<file path="config.mk">
export PLATFORM = sky130hd
export DESIGN_NAME = reg_scoreboard
export DESIGN_NICKNAME = d
export VERILOG_FILES = /design/src/rtl/reg_scoreboard_pkg.sv /design/src/rtl/reg_pend_counter.sv /design/src/rtl/reg_scoreboard.sv
export SDC_FILE = /design/constraint.sdc
export NUM_CORES = 1
export LEC_CHECK = 0
export CAP_MARGIN = 20
export CORE_MARGIN = 1.5
export CORE_UTILIZATION = 51
export DETAILED_ROUTE_END_ITERATION = 8
export PLACE_DENSITY_LB_ADDON = 0.3
export RECOVER_POWER = 25
export SLEW_MARGIN = 20
export SYNTH_ARGS = -nofsm -noshare
export SYNTH_HDL_FRONTEND = slang
export SYNTH_SLANG_ARGS = --single-unit
export TNS_END_PERCENT = 10
</file>
<file path="constraint.sdc">
create_clock -name clk -period 9 [get_ports clk]
set_clock_uncertainty 0.15 [all_clocks]
set_input_delay 2.7 -clock clk [delete_from_list [all_inputs] [get_ports clk]]
set_output_delay 2.7 -clock clk [all_outputs]
set_load 0.03 [all_outputs]
</file>
<file path="src/rtl/reg_scoreboard_pkg.sv">
// Register-file geometry shared by the scoreboard and the register file.
package reg_scoreboard_pkg;
  localparam int NUM_REGS = 32;
  localparam int REG_IDX_W = 5;
  localparam logic [REG_IDX_W-1:0] ZERO_REG = 5'd0;
endpackage

</file>
<file path="src/rtl/reg_pend_counter.sv">
// Pending-write counter for one architectural register; saturating in both directions.
module reg_pend_counter #(
  parameter int CNT_W = 2
) (
  input  logic             clk,
  input  logic             rst,
  input  logic             clr,
  input  logic             inc,
  input  logic             dec,
  output logic [CNT_W-1:0] cnt,
  output logic             is_max,
  output logic             is_zero
);
  localparam logic [CNT_W-1:0] CNT_MAX = {CNT_W{1'b1}};
  localparam logic [CNT_W-1:0] CNT_ONE = CNT_W'(1);

  logic [CNT_W-1:0] cnt_r;

  // Count state; a simultaneous inc and dec cancel out.
  always_ff @(posedge clk or posedge rst) begin
    if (rst) begin
      cnt_r <= '0;
    end else if (clr) begin
      cnt_r <= '0;
    end else if (inc && !dec && (cnt_r != CNT_MAX)) begin
      cnt_r <= cnt_r + CNT_ONE;
    end else if (dec && !inc && (cnt_r != '0)) begin
      cnt_r <= cnt_r - CNT_ONE;
    end else begin
      cnt_r <= cnt_r;
    end
  end

  assign cnt     = cnt_r;
  assign is_max  = (cnt_r == CNT_MAX);
  assign is_zero = (cnt_r == '0);
endmodule

</file>
<file path="src/rtl/reg_scoreboard.sv">
// Issue-side hazard controller: per-register pending-write tracking, RAW and
// saturation stalls, writeback release and flush.
module reg_scoreboard
  import reg_scoreboard_pkg::*;
#(
  parameter int CNT_W     = 2,
  parameter bit WB_BYPASS = 1'b1
) (
  input  logic                 clk,
  input  logic                 rst,
  input  logic                 issue_valid,
  input  logic [4:0]           issue_rs1,
  input  logic                 issue_rs1_used,
  input  logic [4:0]           issue_rs2,
  input  logic                 issue_rs2_used,
  input  logic [4:0]           issue_rd,
  input  logic                 issue_rd_we,
  output logic                 issue_ready,
  input  logic                 wb_valid,
  input  logic [4:0]           wb_rd,
  input  logic                 flush,
  output logic [31:0]          busy_mask,
  output logic [CNT_W+4:0]     inflight,
  output logic                 err_underflow
);
  localparam logic [CNT_W-1:0] CNT_ONE = CNT_W'(1);
  localparam logic [CNT_W+4:0] TOT_ONE = (CNT_W+5)'(1);

  logic [CNT_W-1:0]    cnt_s [NUM_REGS];
  logic [NUM_REGS-1:0] is_max_s;
  logic [NUM_REGS-1:0] is_zero_s;
  logic [NUM_REGS-1:0] inc_vec_s;
  logic [NUM_REGS-1:0] dec_vec_s;

  logic rs1_busy_s, rs2_busy_s, rd_full_s, hazard_s;
  logic inc_s, dec_s, wb_nz_s, underflow_s;
  logic [CNT_W+4:0] inflight_r;
  logic err_underflow_r;

  // A source stays busy unless its last pending write retires this very cycle.
  function automatic logic src_busy(input logic idx_nz, input logic [CNT_W-1:0] c,
                                    input logic wb_hit);
    return idx_nz && (c != '0) && !(WB_BYPASS && wb_hit && (c == CNT_ONE));
  endfunction

  assign cnt_s[0]     = '0;
  assign is_max_s[0]  = 1'b0;
  assign is_zero_s[0] = 1'b1;
  assign inc_vec_s[0] = 1'b0;
  assign dec_vec_s[0] = 1'b0;

  generate
    for (genvar i = 1; i < NUM_REGS; i++) begin : g_cnt
      assign inc_vec_s[i] = inc_s && (issue_rd == REG_IDX_W'(i));
      assign dec_vec_s[i] = dec_s && (wb_rd == REG_IDX_W'(i));
      reg_pend_counter #(.CNT_W(CNT_W)) u_cnt (
        .clk     (clk),
        .rst     (rst),
        .clr     (flush),
        .inc     (inc_vec_s[i]),
        .dec     (dec_vec_s[i]),
        .cnt     (cnt_s[i]),
        .is_max  (is_max_s[i]),
        .is_zero (is_zero_s[i])
      );
    end
  endgenerate

  assign rs1_busy_s = issue_rs1_used &&
                      src_busy(issue_rs1 != ZERO_REG, cnt_s[issue_rs1],
                               wb_valid && (wb_rd == issue_rs1));
  assign rs2_busy_s = issue_rs2_used &&
                      src_busy(issue_rs2 != ZERO_REG, cnt_s[issue_rs2],
                               wb_valid && (wb_rd == issue_rs2));
  // A full counter may still accept an issue when a writeback frees a slot now.
  assign rd_full_s  = issue_rd_we && (issue_rd != ZERO_REG) && is_max_s[issue_rd] &&
                      !(wb_valid && (wb_rd == issue_rd));
  assign hazard_s    = rs1_busy_s || rs2_busy_s || rd_full_s;
  assign issue_ready = !hazard_s && !flush;

  assign inc_s       = issue_valid && issue_ready && issue_rd_we && (issue_rd != ZERO_REG);
  assign wb_nz_s     = wb_valid && (wb_rd != ZERO_REG);
  assign dec_s       = wb_nz_s && !is_zero_s[wb_rd];
  assign underflow_s = wb_nz_s && is_zero_s[wb_rd];

  // Total pending writes across all registers.
  always_ff @(posedge clk or posedge rst) begin
    if (rst) begin
      inflight_r <= '0;
    end else if (flush) begin
      inflight_r <= '0;
    end else if (inc_s && !dec_s) begin
      inflight_r <= inflight_r + TOT_ONE;
    end else if (dec_s && !inc_s) begin
      inflight_r <= inflight_r - TOT_ONE;
    end else begin
      inflight_r <= inflight_r;
    end
  end

  // Sticky writeback-without-pending-write error; only reset clears it.
  always_ff @(posedge clk or posedge rst) begin
    if (rst) begin
      err_underflow_r <= 1'b0;
    end else if (!flush && underflow_s) begin
      err_underflow_r <= 1'b1;
    end else begin
      err_underflow_r <= err_underflow_r;
    end
  end

  assign busy_mask     = ~is_zero_s;
  assign inflight      = inflight_r;
  assign err_underflow = err_underflow_r;
endmodule
</file>
* Word level (Yosys, flattened, before mapping)
Index checks and enable logic that the tools add are counted.
Storage, ports and cells: register bits 70, bits of input ports 28
Cells by class: add/subtract/negate cells 64, order comparisons 4, eq/ne operators 129, mux-type cells 106, bitwise operators 3, reduce and logical (&&, ||, !) cells 382
Operators by type and width (count):
- logical AND 1 bit | 210
- two-way mux 2 bit | 97
- equality test 5 bit (second input constant) | 32
- nonzero test 3 bit | 32
- equality test 5 x 4 -> 1 bit (second input constant) | 16
- zero test 1 bit | 70
- nonzero test 2 bit | 33
- adder 2 x 1 -> 2 bit (second input constant) | 31
- equality test 2 bit (second input constant) | 31
- zero test 2 bit | 31
- inequality test 2 bit (second input constant) | 31
- subtractor 2 x 1 -> 2 bit (second input constant) | 31
- equality test 5 x 3 -> 1 bit (second input constant) | 8
- inverter 32 bit | 1
- two-way mux 7 bit | 3
- binary-select mux 2 bit (select 5 bit) | 2
- equality test 5 x 2 -> 1 bit (second input constant) | 4
- nonzero test 5 bit | 4
- equality test 5 bit | 3
- >= comparator 6 bit (second input constant) | 2
- < comparator 5 x 6 -> 1 bit (second input constant) | 2
- inverter 5 -> 6 bit | 2
- binary-select mux 1 bit (select 5 bit) | 2
- equality test 5 x 1 -> 1 bit (second input constant) | 2
- other kinds (5) | 8

* Depth between registers and ports, before layout
depth after elaboration 23, mapped depth 22

* Hierarchy
A second synthesis with hierarchy kept.
Unflattened totals: cell total of the unflattened synthesis 872, area total of the unflattened synthesis 7210.7 um2
By module, submodules not included:
- reg_pend_counter | instances 31, cells an instance 16, area each 133.9 um2, sequential area each 50.0 um2
- reg_scoreboard | instances 1, cells an instance 376, area each 3060.4 um2, sequential area each 200.2 um2

* Worst setup path before layout
Ideal clock, no wire load.
path kind input port to output port, from input port issue_rs2[0], to output port issue_ready, data arrival time 4.863 ns, data required time 6.150 ns, setup slack 1.287 ns, stages 8, path buffers 3, path through buf_2 buf_2 mux4_2 mux4_2 a32oi_1 o21ai_1 a211oi_4 buf_2
Between the ends: word-level cells in the longest chain between the ends 13
RTL lines:
- start: declaration | line reg_scoreboard.sv:14 | input logic [4:0] issue_rs2,
- inverter 5 -> 6 bit (not written as such) | line reg_scoreboard.sv:73 | src_busy(issue_rs2 != ZERO_REG, cnt_s[issue_rs2],
- binary-select mux 2 bit (select 5 bit) | line reg_scoreboard.sv:73
- two-way mux 2 bit (not written as such) (2 in a row) | line reg_scoreboard.sv:73
- equality test 2 x 1 -> 1 bit | line reg_scoreboard.sv:43 | return idx_nz && (c != '0) && !(WB_BYPASS && wb_hit && (c == CNT_ONE));
- logical AND 1 bit | line reg_scoreboard.sv:43
- zero test 1 bit | line reg_scoreboard.sv:43
- logical AND 1 bit (*) | line reg_scoreboard.sv:43
- logical AND 1 bit (*) | line reg_scoreboard.sv:72 | assign rs2_busy_s = issue_rs2_used &&
- logical OR 1 bit (*) (2 in a row) | line reg_scoreboard.sv:78 | assign hazard_s = rs1_busy_s || rs2_busy_s || rd_full_s;
- zero test 1 bit (*) | line reg_scoreboard.sv:79 | assign issue_ready = !hazard_s && !flush;
- logical AND 1 bit (*) | line reg_scoreboard.sv:79
- end: declaration | line reg_scoreboard.sv:18 | output logic issue_ready,
Every way passes the cells marked *; elsewhere a longest branch is shown, timed or not. The select of a mux whose other input is x is not followed.

* Final worst setup path
Ends and elaborated chain as after synthesis.

==> run summary <==
asr flop ratio synth: 1.00
Gate power share: 0.238
storage element area: 0.00175 mm^2
Critical Path Max Stage Delay: 0.88 ns
ranking of synthesized cells by area: dfrtp_1 26%, mux4_2 11%, nor2_1 4.6%
Die Area: 0.0138 mm^2
fin nets: 876
largest net degree at the start of global routing: 71
Slew HR: -1.70
maxcap violations: 1
filler cell count: 1143
H-tree Lvls: 3
I/O pin count: 69
Hold EP: err_underflow
Starting Density: 0.527
CTS resizes: 0
cts bufs inserted: 9
Syn Area/Cell: 8.37 um^2
drt drc: 0
Port Buffers: 67
worst r2r src: g_cnt[19].u_cnt.cnt[1]
Yosys warnings: 0
fmax: 120 MHz
WHS Path Cells: 1
Crit. End Element: primary output
sequential share of power: 0.356
Main synth FF type: dfrtp_1
GR Overflow Total: 0
drt pass-1 iters: 5
register area share after synthesis: 0.263
share of layout cells above drive strength 1: 0.144
post-synth top area share: 0.263
Multi-input gate area: 0.00451 mm^2
clk root buf: clkbuf_16
critical-path cell list: clkdlybuf4s50_1 -> mux4_2 -> mux4_2 -> a31oi_1 -> o21ai_1 -> a211oi_4 -> buf_4
Die X: 117 um
CTS tree: done
Pleak: 0.00324 uW
number of synthesized register bits: 70
initial antenna violation count: 0
Power Internal: 633 uW
Core Box Area: 0.0127 mm^2
power per cell area: 119 mW/mm^2
area leader, netlist: dfrtp_1
CTS max path bufs: 2
post-CTS setup buffer count: 0
CTS sink cnt: 70
CP most frequent cell: mux4_2
CP Class: input port to primary output
VDD IR-drop max: 101 uV
CP arrival: 5.49 ns
vias per cell: 6.84
area grow syn2layout: 16.7%
Yosys cell types: 74
clock slew seen by the registers of the worst setup and hold paths: 0.06 ns
wire per inst: 23.4 um
Post-synth EDFFs: 0
Slew @ Worst Pin: 4.05 ns
Routed Antenna Nets: 0
final setup fails: 0
Worst path slowest cell: clkdlybuf4s50_1
DP Worst Slack: 0.647 ns
Cells after Synth: 797
outcome: complete, but fails checks
first-pass GRT wire length: 37.7 mm
violated checks: max-capacitance violations, max-slew violations
CTS Hold Bufs: 0
reg2reg path depth: 18
Post-DP HPWL: 17.2 mm
GPL Wtd Cong: 0.999
Hold Crit Class: flop to flop
Final Hold Vio Count: 0
Crit Reg-Reg Endpoint: inflight[6]
share of total power in the clock network: 0.406
switching share of power: 0.314
Buf+Inv Stages, Crit Path: 2
crit path max fanout: 11
RSZ-0062 raised after global routing: no
fin crit period: 8.34 ns
Synth Cell Area: 0.00667 mm^2
syn_nets: 831
Clock Latency Late Sink: 0.35 ns
post-route setup slack: 0.663 ns
Rows: 41
Worst Path Required: 6.15 ns
DR iter-0 viols: 809
reg2reg setup slack: 4.28 ns
switching power: 290 uW
DRT Wirelength: 23.9 mm
final-report max-slew violation count: 71
Total Neg Setup Slack: 0 ns
vias in the first global route: 6819
Inserted Diodes: 0
min-delay src: err_underflow
via count: 6974
Worst path top cell family by delay: buffers and inverters
final worst-path cycle share: 0.926
type of origin of the critical path: input port
GRT Util Overall: 0.351
Die H: 117 um
layout make-up:
cell class / instances / area share
Clock inverter: 3 / 0.00546
Clock buffer: 13 / 0.0334
Inverter: 39 / 0.0188
Multi-Input combinational cell: 628 / 0.579
Tap cell: 172 / 0.0276
Timing Repair Buffer: 94 / 0.111
Sequential cell: 70 / 0.225
cells in the final DEF (no fill, tap or decap), types with 4 or more instances in the layout:
master / synthesis / layout
nor2_1: 82 / 82
dfrtp_1: 70 / 70
nand2_1: 67 / 67
clkdlybuf4s50_1: 0 / 64
a21oi_1: 46 / 46
inv_1: 38 / 37
xnor2_1: 33 / 33
mux4_2: 32 / 32
nor3_1: 29 / 29
buf_4: 4 / 27
or2_2: 26 / 26
nand3_1: 26 / 26
xor2_1: 24 / 24
o211ai_1: 20 / 20
mux2i_1: 20 / 20
nor2b_1: 19 / 19
o21ai_0: 15 / 15
and3_1: 15 / 15
nand4_1: 14 / 14
nor4_1: 12 / 12
nand2b_1: 11 / 11
or3_1: 11 / 11
clkbuf_16: 0 / 9
a31oi_1: 8 / 8
a221oi_1: 7 / 7
mux2_2: 6 / 6
and2_1: 6 / 6
a21o_1: 6 / 6
o21bai_1: 6 / 6
a22oi_1: 5 / 5
nor3b_1: 5 / 5
o32ai_1: 5 / 5
ha_1: 5 / 5
o21a_1: 4 / 4
o22ai_1: 4 / 4
kinds of logic after synthesis:
kind of cell             share of synthesized area
other                                     0.000562
AO/OA/AOI/OAI                                0.174
flip-flops                                   0.263
XOR/XNOR                                    0.0789
multiplexers                                 0.148
adder cells (fa/ha/maj)                     0.0124
AND/OR/NAND/NOR                              0.262
buffers and inverters                       0.0617
flip-flops by register name, indices dropped and copies added (netlist names):
register and count:
inflight 7, err_underflow 1, g_cnt.u_cnt.cnt 62
how the worst max path moves through the flow:
stage                     cells past startpoint     endpoint  slack [ns]    startpoint
after global placement                        7  issue_ready        0.67  issue_rs2[0]
after global routing                          7  issue_ready        0.54  issue_rs2[0]
after detailed placement                      7  issue_ready        0.65  issue_rs2[0]
after floorplan                               8  issue_ready        1.29  issue_rs2[0]
after CTS                                     7  issue_ready        0.63  issue_rs2[0]
final                                         7  issue_ready        0.66  issue_rs2[0]
metal layers:
metal	part of all wire	up-vias	global-route usage
met2	0.46	463	0.550
met1	0.39	3412	0.454
met3	0.098	120	0.0691
li1	-	2979	-
met5	0	-	0
met4	0.054	0	0.203
power groups by stage:
stage	sequential [uW]	clock, uW	combinational, uW
detailed placement	334	0	216
CTS	328	377	217
floorplan	342	0	132
global route	329	388	237
global placement	333	0	211
finish	328	375	220
cell usage after synthesis, drive strengths merged (24+ instances only):
| library cell | n |
|---|---|
| nor2 | 82 |
| dfrtp | 70 |
| nand2 | 68 |
| a21oi | 46 |
| inv | 38 |
| clkbuf | 34 |
| xnor2 | 34 |
| mux4 | 32 |
| nor3 | 32 |
| or2 | 28 |
| buf | 26 |
| nand3 | 26 |
| xor2 | 24 |
stage by stage:
stage	cell area, um^2	hold slack, ns	power [uW]	util	std cells
4_1_cts	7790	0.346	922	0.615	1019
3_5_place_dp	7490	0.326	550	0.591	1003
5_1_grt	7790	0.370	953	0.615	1019
2_1_floorplan	6670	0.378	475	-	797
3_3_place_gp	7490	0.327	544	0.591	1003
6_report	7790	0.354	923	0.615	1019
Note: power is estimated with default switching activity, not from simulation.
